`src/rtl/sonar_scheduler_if.sv`:
```
// sonar_scheduler_if: host config, capture-path and sonar-pin signals of sonar_scheduler
interface sonar_scheduler_if #(parameter int NCH = 4);
  localparam int CW = $clog2(NCH);
  logic              us_tick;
  logic              cfg_en;
  logic [NCH-1:0]    cfg_mask;
  logic              meas_valid;
  logic [15:0]       meas_width;
  logic [NCH-1:0]    sonar_en;
  logic [CW-1:0]     cap_sel;
  logic [16*NCH-1:0] dist_bus;
  logic [NCH-1:0]    ch_fresh;
  logic [NCH-1:0]    ch_timeout;
  logic              frame_done;
  modport master (
    output us_tick, cfg_en, cfg_mask, meas_valid, meas_width,
    input  sonar_en, cap_sel, dist_bus, ch_fresh, ch_timeout, frame_done
  );
  modport slave (
    input  us_tick, cfg_en, cfg_mask, meas_valid, meas_width,
    output sonar_en, cap_sel, dist_bus, ch_fresh, ch_timeout, frame_done
  );
endinterface

```
`src/rtl/sonar_scheduler.sv`:
```
// sonar_scheduler: round-robin one-at-a-time sonar enable with shared capture; SONAR_HOLD_LAST_EN keeps dist on timeout
module sonar_scheduler #(
  parameter int NCH        = 4,
  parameter int GAP_US     = 10000,
  parameter int TIMEOUT_US = 60000
) (
  input logic clk,
  input logic rst_n,
  sonar_scheduler_if.slave bus
);
  localparam int CW = $clog2(NCH);
  typedef enum logic [2:0] {IDLE, GAP, RANGE, STORE, NEXT} state_t;
  state_t         state_q, state_d;
  logic [CW-1:0]  ch_q, ch_d, start, sel;
  logic [NCH-1:0] rot;
  logic [15:0]    us_cnt_q, us_cnt_d;
  logic [NCH-1:0] sonar_en_q, sonar_en_d, fresh_q, fresh_d, tmo_q, tmo_d;
  logic [15:0]    dist_q [NCH];
  logic [15:0]    dist_d [NCH];
  logic           done_q, done_d, meas, tmo_hit;
  // channel choice is made on the edge into NEXT so cap_sel is already valid during NEXT
  always_comb begin
    start = (state_q == STORE && ch_q != CW'(NCH-1)) ? ch_q + 1'b1 : '0;
    rot = NCH'({bus.cfg_mask, bus.cfg_mask} >> start);
    sel = ch_q;
    for (int k = NCH-1; k >= 0; k--)
      if (rot[k]) sel = CW'((int'(start) + k) % NCH);
    meas = bus.cfg_en && state_q == RANGE && bus.meas_valid;
    tmo_hit = bus.cfg_en && state_q == RANGE && bus.us_tick && us_cnt_q == 16'(TIMEOUT_US-1);
    state_d = state_q;
    ch_d = ch_q;
    us_cnt_d = us_cnt_q;
    if (!bus.cfg_en) state_d = IDLE;
    else
      case (state_q)
        IDLE: if (|bus.cfg_mask) begin
          state_d = NEXT;
          ch_d = sel;
        end
        NEXT: begin
          state_d = (|bus.cfg_mask) ? GAP : IDLE;
          us_cnt_d = '0;
        end
        GAP: if (bus.us_tick) begin
          state_d = (us_cnt_q == 16'(GAP_US-1)) ? RANGE : GAP;
          us_cnt_d = (us_cnt_q == 16'(GAP_US-1)) ? '0 : us_cnt_q + 1'b1;
        end
        RANGE: begin
          us_cnt_d = bus.us_tick ? us_cnt_q + 1'b1 : us_cnt_q;
          state_d = (meas || tmo_hit) ? STORE : RANGE;
        end
        STORE: begin
          state_d = NEXT;
          ch_d = sel;
        end
        default: state_d = IDLE;
      endcase
    sonar_en_d = (state_d == RANGE) ? NCH'(1) << ch_d : '0;
    fresh_d = (meas || tmo_hit) ? NCH'(1) << ch_q : '0;
    done_d = (meas || tmo_hit) && ((bus.cfg_mask >> ch_q) >> 1) == '0;
    tmo_d = tmo_q;
    dist_d = dist_q;
    if (meas) begin
      dist_d[ch_q] = bus.meas_width;
      tmo_d[ch_q] = 1'b0;
    end else if (tmo_hit) begin
      tmo_d[ch_q] = 1'b1;
`ifdef SONAR_HOLD_LAST_EN
      dist_d[ch_q] = dist_q[ch_q];
`else
      dist_d[ch_q] = 16'hFFFF;
`endif
    end
  end
  always_ff @(posedge clk or negedge rst_n)
    if (!rst_n) begin
      state_q <= IDLE;
      ch_q <= '0;
      us_cnt_q <= '0;
      sonar_en_q <= '0;
      fresh_q <= '0;
      tmo_q <= '0;
      done_q <= 1'b0;
      dist_q <= '{default: '0};
    end else begin
      state_q <= state_d;
      ch_q <= ch_d;
      us_cnt_q <= us_cnt_d;
      sonar_en_q <= sonar_en_d;
      fresh_q <= fresh_d;
      tmo_q <= tmo_d;
      done_q <= done_d;
      dist_q <= dist_d;
    end
  assign bus.sonar_en = sonar_en_q;
  assign bus.cap_sel = ch_q;
  assign bus.ch_fresh = fresh_q;
  assign bus.ch_timeout = tmo_q;
  assign bus.frame_done = done_q;
  for (genvar i = 0; i < NCH; i++) begin : g_dist
    assign bus.dist_bus[16*i +: 16] = dist_q[i];
  end
endmodule

```
`src/flat_wrapper.sv`:
```
// flat-port wrapper written by rule: the top's interface ports become plain ports
module sonar_scheduler_flat 
#(
  parameter int NCH        = 4,
  parameter int GAP_US     = 10000,
  parameter int TIMEOUT_US = 60000
)
  (clk, rst_n, bus_us_tick, bus_cfg_en, bus_cfg_mask, bus_meas_valid, bus_meas_width, bus_sonar_en, bus_cap_sel, bus_dist_bus, bus_ch_fresh, bus_ch_timeout, bus_frame_done);
  sonar_scheduler_if #(.NCH(NCH)) bus_i ();
  input logic clk;
  input logic rst_n;
  input wire logic [$bits(bus_i.us_tick)-1:0] bus_us_tick;
  input wire logic [$bits(bus_i.cfg_en)-1:0] bus_cfg_en;
  input wire logic [$bits(bus_i.cfg_mask)-1:0] bus_cfg_mask;
  input wire logic [$bits(bus_i.meas_valid)-1:0] bus_meas_valid;
  input wire logic [$bits(bus_i.meas_width)-1:0] bus_meas_width;
  output wire logic [$bits(bus_i.sonar_en)-1:0] bus_sonar_en;
  output wire logic [$bits(bus_i.cap_sel)-1:0] bus_cap_sel;
  output wire logic [$bits(bus_i.dist_bus)-1:0] bus_dist_bus;
  output wire logic [$bits(bus_i.ch_fresh)-1:0] bus_ch_fresh;
  output wire logic [$bits(bus_i.ch_timeout)-1:0] bus_ch_timeout;
  output wire logic [$bits(bus_i.frame_done)-1:0] bus_frame_done;
  assign bus_i.us_tick = bus_us_tick;
  assign bus_i.cfg_en = bus_cfg_en;
  assign bus_i.cfg_mask = bus_cfg_mask;
  assign bus_i.meas_valid = bus_meas_valid;
  assign bus_i.meas_width = bus_meas_width;
  assign bus_sonar_en = bus_i.sonar_en;
  assign bus_cap_sel = bus_i.cap_sel;
  assign bus_dist_bus = bus_i.dist_bus;
  assign bus_ch_fresh = bus_i.ch_fresh;
  assign bus_ch_timeout = bus_i.ch_timeout;
  assign bus_frame_done = bus_i.frame_done;
  sonar_scheduler #(.NCH(NCH), .GAP_US(GAP_US), .TIMEOUT_US(TIMEOUT_US)) u_core (.clk(clk), .rst_n(rst_n), .bus(bus_i));
endmodule
```
`config.mk`:
```
export PLATFORM = sky130hd
export DESIGN_NAME = sonar_scheduler_flat
export DESIGN_NICKNAME = d
export VERILOG_FILES = /design/src/rtl/sonar_scheduler_if.sv /design/src/rtl/sonar_scheduler.sv /design/src/flat_wrapper.sv
export SDC_FILE = /design/constraint.sdc
export NUM_CORES = 1
export LEC_CHECK = 0
export BUFFER_PORTS_ARGS = -buffer_cell sky130_fd_sc_hd__buf_2
export CAP_MARGIN = 20
export CORE_MARGIN = 1
export CORE_UTILIZATION = 40
export DETAILED_ROUTE_END_ITERATION = 7
export PLACE_DENSITY = 0.74
export SETUP_SLACK_MARGIN = 0.2
export SLEW_MARGIN = 20
export SYNTH_ARGS = -nofsm -noshare
export SYNTH_HDL_FRONTEND = slang
export SYNTH_SLANG_ARGS = --single-unit
export TNS_END_PERCENT = 1
```
`constraint.sdc`:
```
create_clock -name clk -period 3.9 [get_ports clk]
set_input_delay 0.585 -clock clk [delete_from_list [all_inputs] [get_ports clk]]
set_output_delay 0.585 -clock clk [all_outputs]
set_load 0.01 [all_outputs]
```
Word level (Yosys, flattened, before mapping)
Index checks and enable logic that the tools add are counted.
{ "totals": {"input_bits": 25, "regBits": 98} }
{ "classes": {"n_shift": 4, "mux": 30, "reduce_logical": 15, "add_sub_neg": 5, "n_bitwise": 5, "n_eq_ne": 10, "order_cmp": 4} }
{ "op_table": {"columns": ["op", "n"], "rows": [
  ["64-bit 2-to-1 mux", 2],
  ["64-bit bitwise mux", 1],
  ["16-bit 2-to-1 mux", 4],
  ["64-bit OR", 1],
  ["16-bit case mux with 3 select lines", 1],
  ["16-bit demux with 2-bit select", 1],
  ["16-bit by 1-bit adder with 16-bit output (second input constant)", 1],
  ["16-bit by 14-bit equality test with 1-bit output (second input constant)", 1],
  ["16-bit equality test (second input constant)", 1],
  ["2-bit 2-to-1 mux", 8],
  ["4-bit 2-to-1 mux", 4],
  ["3-bit case mux with 5 select lines", 1],
  ["3-bit by 2-bit equality test with 1-bit output (second input constant)", 3],
  ["3-bit 2-to-1 mux", 3],
  ["1-bit logical AND", 8],
  ["1-bit by 2-bit left shift with 4-bit output (first input constant)", 2],
  ["8-bit by 2-bit >> shifter with 4-bit output", 1],
  ["2-bit inequality test (second input constant)", 3],
  ["2-bit by 1-bit adder with 2-bit output (second input constant)", 2],
  ["2-bit adder (second input constant)", 2],
  ["4-bit AND", 1],
  ["4-bit zero test", 1],
  ["4-bit inverter", 1],
  ["4-bit OR", 1],
  ["other kinds (17)", 19]
]} }

Depth between registers and ports, before layout
Gate-level depths: netlist of run 1.
{ "depth": {"depth_word": 13, "mapped_depth": 11, "mapped_depth_nobuf": 8} }

Least setup slack after synthesis of run 1
OpenSTA, ideal clock, no wires.
{ "synth_timing": {"kind": "reg2reg", "from": "register u_core.ch_q[0] (netlist: u_core.bus.cap_sel[0])", "to": "register u_core.sonar_en_q[1] (netlist: u_core.bus.sonar_en[1])", "t_arrival_ns": 2.271, "setup_slack_ns": 1.494, "stages_incl_launch_ff": 9, "setup_time_ns": 0.135, "path_cell_list": "dfrtp_1 -> inv_1 -> ha_1 -> clkbuf_1 -> mux2_2 -> a221oi_1 -> nor2_1 -> a211oi_1 -> nor3_1"} }
{ "synth_between": {"elab_chain_len": 13, "elab_cells_between_ends": 17, "cone_classes": "add/sub (4); eq/ne (1); shift (2); mux (9); reduce/logical (1)"} }
{ "synth_rtl": {"columns": ["item", "line_no", "text"], "rows": [
  ["start: declaration", "sonar_scheduler.sv:14", "logic [CW-1:0] ch_q, ch_d, start, sel;"],
  ["start signal: assignment", "sonar_scheduler.sv:87", "ch_q <= ch_d;"],
  ["branches (longest 10 deep; another with 2-bit by 1-bit adder with 2-bit output)", null, null],
  ["2-bit 2-to-1 mux *", "sonar_scheduler.sv:33", "if (!bus.cfg_en) state_d = IDLE;"],
  ["1-bit by 2-bit left shift with 4-bit output *", "sonar_scheduler.sv:58", "sonar_en_d = (state_d == RANGE) ? NCH'(1) << ch_d : '0;"],
  ["4-bit 2-to-1 mux *", "sonar_scheduler.sv:58", null],
  ["named net u_core.sonar_en_d[1]", "sonar_scheduler.sv:17", "logic [NCH-1:0] sonar_en_q, sonar_en_d, fresh_q, fresh_d, tmo_q, tmo_d;"],
  ["end signal: assignment", "sonar_scheduler.sv:89", "sonar_en_q <= sonar_en_d;"],
  ["end: declaration", "sonar_scheduler.sv:17", null]
]} }
Mark *: on every way through the listed nets, which the timed path passes.
A chain may end at the register's enable or synchronous reset.

Worst setup path in the final report of run 1
{ "layout_timing": {"from": "register u_core.ch_q[0] (netlist: u_core.bus.cap_sel[0])", "to": "register u_core.sonar_en_q[3] (netlist: u_core.bus.sonar_en[3])"} }
Same word-level chain as after synthesis.

==> results.json, run 1 <==
{
  "start_util_pct": 41.8,
  "tritoncts": "done",
  "clock_latency_ps": 340,
  "grt_first_pass_wirelength_um": 16800,
  "fp.dieArea_mm2": 0.0120,
  "grt-ovfl-total": 0,
  "relSlewSlack_pct": 36.4,
  "path_cells": "inv_1 -> ha_1 -> nand2b_1 -> and4_1 -> a221oi_1 -> nor2_1 -> a211oi_1 -> nor3_1",
  "setup_viol": 0,
  "grt_max_degree": 87,
  "cp_data_required_time_ps": 4110,
  "r2r.worst_path.cells": 8,
  "drc": 0,
  "cp-start-kind": "register",
  "syn-num-nets": 424,
  "p_sw_uw": 638,
  "postCtsResizedCells": 0,
  "grt_antenna_before_repair": 0,
  "synth_cells": 394,
  "cts_sinks": 98,
  "fin_crit_ps": 2820,
  "place_congestion": 0.928,
  "wirelength_um": 10700,
  "min_path_type": "primary input to async pin",
  "die_h_um": 110,
  "ys_seq_area_share_pct": 52.9,
  "hold_buffers": 0,
  "p_seq_share_pct": 48.3,
  "crit_buf_inv": 1,
  "drtIter0Drc": 317,
  "layout-area-overhead-vs-synth_pct": 15.9,
  "critPathArrivalTime_ps": 3030,
  "synth.most_common_cell": "dfrtp_1",
  "ys.flop_type": "dfrtp_1",
  "setup_tns_ps": 0,
  "vias": 3491,
  "p_leak_nw": 2.75,
  "dp_slack_ps": 1150,
  "die_w_um": 110,
  "synth_enable_flop_cells": 0,
  "path_class": "register to register",
  "cp.depth": 8,
  "worstMarginPinSlew_ps": 954,
  "met2_usage_pct": 30.0,
  "cts_setup_buffers": 0,
  "ys_seq_elements": 98,
  "synth_top_area_cell": "dfrtp_1",
  "final_nets": 513,
  "final.period_utilization_pct": 72.2,
  "crit_path_start": "u_core.bus.cap_sel[0]",
  "critical_path.top_delay_family": "simple AND/OR/NAND/NOR gates",
  "cap_violations": 0,
  "setup_ws_ps": 1080,
  "cts_max_level": 3,
  "vias_per_cell": 5.56,
  "crit_path_end_kind": "register",
  "avgSynthCellArea_um2": 11.8,
  "drt-wirelength-per-cell_um": 17.0,
  "grt_use_total_pct": 18.2,
  "ant_nets": 0,
  "ir_drop_mv": 0.318,
  "timing.rr.end": "u_core.bus.sonar_en[3]",
  "numCtsBuffers": 9,
  "cts.reportedPaths.clkPinSlew_ps": 70,
  "final-max-slew-violation-count": 0,
  "ys_top_cells_by_area": "dfrtp_1, a2bb2oi_1, a2bb2oi_2",
  "use_met3_pct": 4.56,
  "status": "complete, no violations",
  "combPwrFrac_pct": 13.4,
  "hold_viol_final": 0,
  "hpwlAfterDp_um": 7450,
  "yosys_warnings": 0,
  "rrSetupSlack_ps": 1080,
  "diodes": 0,
  "crit_fanout": 17,
  "ios": 104,
  "portBuffers": 103,
  "synthTopCellsByCount": "dfrtp_1, a2bb2oi_1, nor2_1, nand2_1, a21oi_1",
  "clk_path_buf_depth": 2,
  "synth_top_cell_area_share_pct": 52.9,
  "cpPeakStageDelay_ps": 660,
  "grt_setup_unrepaired": "false",
  "grt_pass1_vias": 3267,
  "synthArstFlopShare_pct": 100,
  "internal_power_mw": 1.58,
  "synth_cell_types": 62,
  "timing.rr.start": "u_core.bus.cap_sel[0]",
  "num_rows": 38,
  "clock_skew_ps": 9.03,
  "root_buffer": "clkbuf_16",
  "sw_frac_of_total_pct": 28.8,
  "cp_slowest_cell": "dfrtp_1",
  "cp-endpoint": "u_core.bus.sonar_en[3]",
  "power-per-cell-area_mw_per_mm2": 412,
  "dr.pass1.iters": 5,
  "syn_area_mm2": 0.00463,
  "grt_use_met1_pct": 23.4,
  "pwr-share-clk_pct": 38.2,
  "drive_above_1_share_pct": 32.4,
  "core_mm2": 0.0111,
  "max_freq_mhz": 355,
  "grt_busiest_layer": "met2"
}
worst register-to-register path, cell delays in order, from the launching register on:
cell and delay [ps]:
dfrtp_1 660, inv_1 230, ha_1 500, nand2b_1 240, and4_1 220, a221oi_1 270
nor2_1 110, a211oi_1 370, nor3_1 100
worst min path at each step:
stage	from	to	slack (ps)
4_1_cts	rst_n	u_core.bus.ch_fresh[2]	460
2_1_floorplan	rst_n	async pin	290
5_1_grt	rst_n	u_core.bus.dist_bus[39]	360
3_5_place_dp	u_core.us_cnt_q[1]	u_core.us_cnt_q[1]	500
6_report	rst_n	u_core.bus.dist_bus[44]	290
3_3_place_gp	u_core.us_cnt_q[1]	u_core.us_cnt_q[1]	480
sequential cells by signal, summed over array words and instances (netlist names), named ones only:
register               flops
u_core.bus.ch_fresh        4
u_core.bus.sonar_en        4
u_core.bus.cap_sel         2
u_core.state_q             3
u_core.bus.dist_bus       64
u_core.us_cnt_q           16
u_core.bus.frame_done      1
metal layers:
metal / up-vias / part of all wire (%)
met5: - / 0
met4: 0 / 1.1
met2: 148 / 47
met3: 11 / 6.8
met1: 1726 / 45
li1: 1606 / -
cell type report:
class | instances | area, µm²
fill | 984 | 5710
sequential | 98 | 2450
multi-input combinational | 258 | 1880
timing repair buffer | 105 | 537
clock buffer | 9 | 225
tap | 140 | 175
clock inverter | 7 | 61.3
inverter | 11 | 41.3
cells by family (layout without fill, tap and decap cells):
group / Yosys count / in the layout / share of synthesized area [%]
AO/OA/AOI/OAI: 113 / 113 / 21.1
XOR/XNOR: 13 / 13 / 2.46
adder cells (fa/ha/maj): 5 / 5 / 1.35
buffers and inverters: 38 / 132 / 6.54
flip-flops: 98 / 98 / 52.9
multiplexers: 1 / 1 / 0.243
AND/OR/NAND/NOR: 126 / 126 / 15.4
power by group through the flow:
stage	sequential, mW	clock, mW	combinational, mW
3_5_place_dp	1.09	0	0.294
4_1_cts	1.07	0.861	0.296
5_1_grt	1.07	0.905	0.327
3_3_place_gp	1.09	0	0.286
6_report	1.07	0.847	0.298
2_1_floorplan	1.08	0	0.206
per-stage QoR:
stage | utilization, % | instances | hold WS, ps | cell area [µm²] | power (mW)
6_report | 48.5 | 628 | 293 | 5370 | 2.22
5_1_grt | 48.5 | 628 | 357 | 5370 | 2.31
4_1_cts | 48.4 | 628 | 464 | 5370 | 2.23
3_5_place_dp | 45.9 | 612 | 503 | 5080 | 1.38
3_3_place_gp | 45.9 | 612 | 483 | 5080 | 1.37
2_1_floorplan | - | 394 | 289 | 4630 | 1.29
placed cells by master (no fill, tap or decap), types with 2 or more instances in the layout:
cell and count:
inv_8 2, xnor2_1 12, clkinv_4 3, and2_1 3
a21oi_1 15, nand2b_4 3, nor2_1 46, a2bb2oi_2 14
nand4bb_1 2, dfrtp_1 98, ha_1 5, a31o_2 2
a2bb2oi_1 50, buf_4 2, clkbuf_16 9, a31oi_1 2
and3_1 3, nand3_1 7, a21o_1 2, o21ai_0 9
and2_4 4, nand4_1 3, nand2b_1 6, nand2_1 17
a211oi_1 2, or4_1 3, nor2b_1 3, or2_2 2
buf_2 102, a22o_1 2, nor3_1 11, a211o_1 3
inv_1 11, a22oi_1 3
Power figures use the tool's default switching activity.
==> run 2, diff against run 1 <==
--- a/config.mk
+++ b/config.mk
@@ -5,6 +5,7 @@
 export SDC_FILE = /design/constraint.sdc
 export NUM_CORES = 1
 export LEC_CHECK = 0
+export ABC_AREA = 1
 export BUFFER_PORTS_ARGS = -buffer_cell sky130_fd_sc_hd__buf_2
 export CAP_MARGIN = 20
 export CORE_MARGIN = 1
==> constraint.sdc (replaced) <==
create_clock -name clk -period 2.7 [get_ports clk]
set_input_delay 0.405 -clock clk [delete_from_list [all_inputs] [get_ports clk]]
set_output_delay 0.405 -clock clk [all_outputs]
set_load 0.01 [all_outputs]
==> run 2 against run 1 <==
The flow now finishes with violations (design-rule violations). Sequential power up 46%. Final cell count up 29%. Utilization up 1.2 points. Global-route usage up 3.6 points. Worst setup slack worse by 610 ps. Die area up 3.9%. Largest power group unchanged.
==> results.json, run 2 <==
{
  "status": "complete, but fails checks",
  "violations": "design-rule violations",
  "synth_fa_ha_area_share_pct": 1.30,
  "cts_sinks": 98,
  "grt_setup_unrepaired": "false",
  "cp_data_required_time_ps": 2920,
  "fp.dieArea_mm2": 0.0125,
  "ys_seq_area_share_pct": 50.9,
  "final_nets": 695,
  "ant_nets": 0,
  "core_mm2": 0.0116,
  "critPathArrivalTime_ps": 2450,
  "p_sw_uw": 909,
  "syn_area_mm2": 0.00482,
  "final-max-slew-violation-count": 0,
  "grt_pass1_vias": 4259,
  "final.period_utilization_pct": 82.5,
  "p_leak_nw": 2.97,
  "wirelength_um": 12900,
  "max_freq_mhz": 449,
  "synth.most_common_cell": "nor2_1",
  "setup_viol": 0,
  "ys.flop_type": "dfrtp_1",
  "fin_crit_ps": 2230,
  "min_path_type": "primary input to async pin",
  "synth_simple_gate_area_share_pct": 37.9,
  "timing.rr.start": "u_core.bus.cap_sel[0]",
  "synth_top_cell_area_share_pct": 50.9,
  "nFillCells": 1109,
  "worstMarginPinSlew_ps": 638,
  "start_util_pct": 41.7,
  "setup_tns_ps": 0,
  "ios": 104,
  "layout-area-overhead-vs-synth_pct": 19.1,
  "relSlewSlack_pct": 57.5,
  "hold_viol_final": 0,
  "syn-num-nets": 601,
  "die_h_um": 112,
  "dr.pass1.iters": 6,
  "path_class": "register to register",
  "grt_max_degree": 65,
  "crit_path_start": "u_core.bus.cap_sel[0]",
  "drt-wirelength-per-cell_um": 15.9,
  "cp-start-kind": "register",
  "pwr-share-clk_pct": 39.0,
  "yosys_warnings": 0,
  "sw_frac_of_total_pct": 28.6,
  "cts_max_level": 3,
  "synth_mux_area_share_pct": 0,
  "largest_reg_flops": 64,
  "diodes": 0,
  "hpwlAfterDp_um": 9020,
  "dp_slack_ps": 430,
  "grt_use_total_pct": 21.8,
  "setup_ws_ps": 474,
  "drc": 2,
  "vias_per_cell": 5.34,
  "ys_seq_elements": 98,
  "cts.reportedPaths.clkPinSlew_ps": 70,
  "clock_latency_ps": 350,
  "synthArstFlopShare_pct": 100,
  "ir_drop_mv": 0.494,
  "ys_top_cells_by_area": "dfrtp_1, nor2_1, nor4_1",
  "portBuffers": 103,
  "drive_above_1_share_pct": 25.4,
  "synth_top_family_by_area": "simple AND/OR/NAND/NOR gates",
  "avgSynthCellArea_um2": 8.44,
  "crit_fanout": 18,
  "grt_antenna_before_repair": 0,
  "synth_top_area_cell": "dfrtp_1",
  "combPwrFrac_pct": 12.0,
  "synthTopCellsByCount": "nor2_1, dfrtp_1, nor4_1, nand2_1, inv_1",
  "tritoncts": "done",
  "crit_path_end_kind": "register",
  "root_buffer": "clkbuf_16",
  "numCtsBuffers": 9,
  "layout_common_cells": "nor2_1, buf_2, dfrtp_1",
  "synth-xor-area-share_pct": 0.364,
  "holdWs_ps": 72.7,
  "num_rows": 39,
  "place_congestion": 0.824,
  "vias": 4340,
  "p_seq_share_pct": 49.0,
  "die_w_um": 112,
  "clk_path_buf_depth": 2,
  "cts_setup_buffers": 0,
  "grt_first_pass_wirelength_um": 21600,
  "synth_cells": 571,
  "cap_violations": 0,
  "grt-ovfl-total": 0,
  "drtIter0Drc": 261,
  "synth_enable_flop_cells": 0,
  "internal_power_mw": 2.27,
  "synth_cell_types": 39,
  "synth-compound-area-share_pct": 3.97,
  "final_common_cell": "nor2_1",
  "power-per-cell-area_mw_per_mm2": 553,
  "clock_skew_ps": 11.9
}
==> run 2: cell types whose count changed after synthesis, sizes merged, moves of 5 or more <==
cell / previous run / this run
nand2: 18 / 65
nor2: 47 / 168
and2: 7 / 1
xnor2: 12 / 0
a2bb2oi: 64 / 0
o21ai: 9 / 16
nor3: 13 / 8
nand3: 8 / 39
buf: 14 / 8
nor4: 1 / 67
nand4: 3 / 10
clkbuf: 11 / 17
inv: 11 / 39
nand2b: 9 / 0
==> run 2: cells by family (layout without fill, tap and decap cells) <==
group | Yosys count | count (layout)
adder cells (fa/ha/maj) | 5 | 5
AO/OA/AOI/OAI | 33 | 33
XOR/XNOR | 2 | 2
flip-flops | 98 | 98
buffers and inverters | 66 | 165
AND/OR/NAND/NOR | 367 | 367
==> run 2: layout make-up <==
class | instances | area, µm² | area share (%)
clock inverter | 6 | 47.5 | 0.828
inverter | 41 | 158 | 2.75
tap | 143 | 179 | 3.12
timing repair buffer | 108 | 568 | 9.90
clock buffer | 10 | 239 | 4.16
sequential | 98 | 2450 | 42.7
multi-input combinational | 407 | 2100 | 36.5
==> run 2: what timing repair did <==
action,4_1_cts,5_1_grt
endpoints found under the setup margin,0,4
hold buffers,0,0
endpoints found under the hold margin,0,0
gates resized for setup,0,2
==> run 2: per-stage QoR <==
stage | cells | power [mW] | instance area, µm² | utilization, %
after floorplan | 571 | 1.80 | 4820 | -
after global placement | 797 | 1.96 | 5450 | 47.1
after detailed placement | 797 | 1.96 | 5450 | 47.1
after CTS | 813 | 3.21 | 5740 | 49.6
after global routing | 813 | 3.31 | 5740 | 49.6
final | 813 | 3.18 | 5740 | 49.6
==> run 2: per-layer routing <==
layer	global-route usage (%)	up-vias	wire [µm]
met5	0	-	0
met3	6.75	11	972
met4	5.50	0	116
met2	34.5	143	5990
met1	28.9	2081	5810
li1	-	2105	-
==> run 2: final timing paths <==
kind / end / slack [ps] / depth (start not counted)
hold reg to reg: u_core.bus.dist_bus[5] / 490 / 2
hold / removal: u_core.us_cnt_q[10] / 70 / 1
setup / recovery: register / 470 / 7
min in group clk: u_core.bus.dist_bus[13] / 350 / 3
setup reg to reg: register / 470 / 7
max in group asynchronous: u_core.bus.dist_bus[45] / 1930 / 2
==> run 2: worst max-delay path, stage by stage, from the launching register on <==
cell and delay [ps]:
dfrtp_2 480, clkinvlp_4 190, ha_1 200, clkinv_1 500
nor2_8 470, inv_1 110, nand2_1 80, o21ai_0 80
==> run 2: power groups by stage <==
stage | sequential (mW) | combinational [mW] | clock [mW]
2_1_floorplan | 1.59 | 0.213 | 0
3_3_place_gp | 1.58 | 0.377 | 0
3_5_place_dp | 1.58 | 0.382 | 0
4_1_cts | 1.55 | 0.384 | 1.27
5_1_grt | 1.56 | 0.430 | 1.32
6_report | 1.56 | 0.382 | 1.24
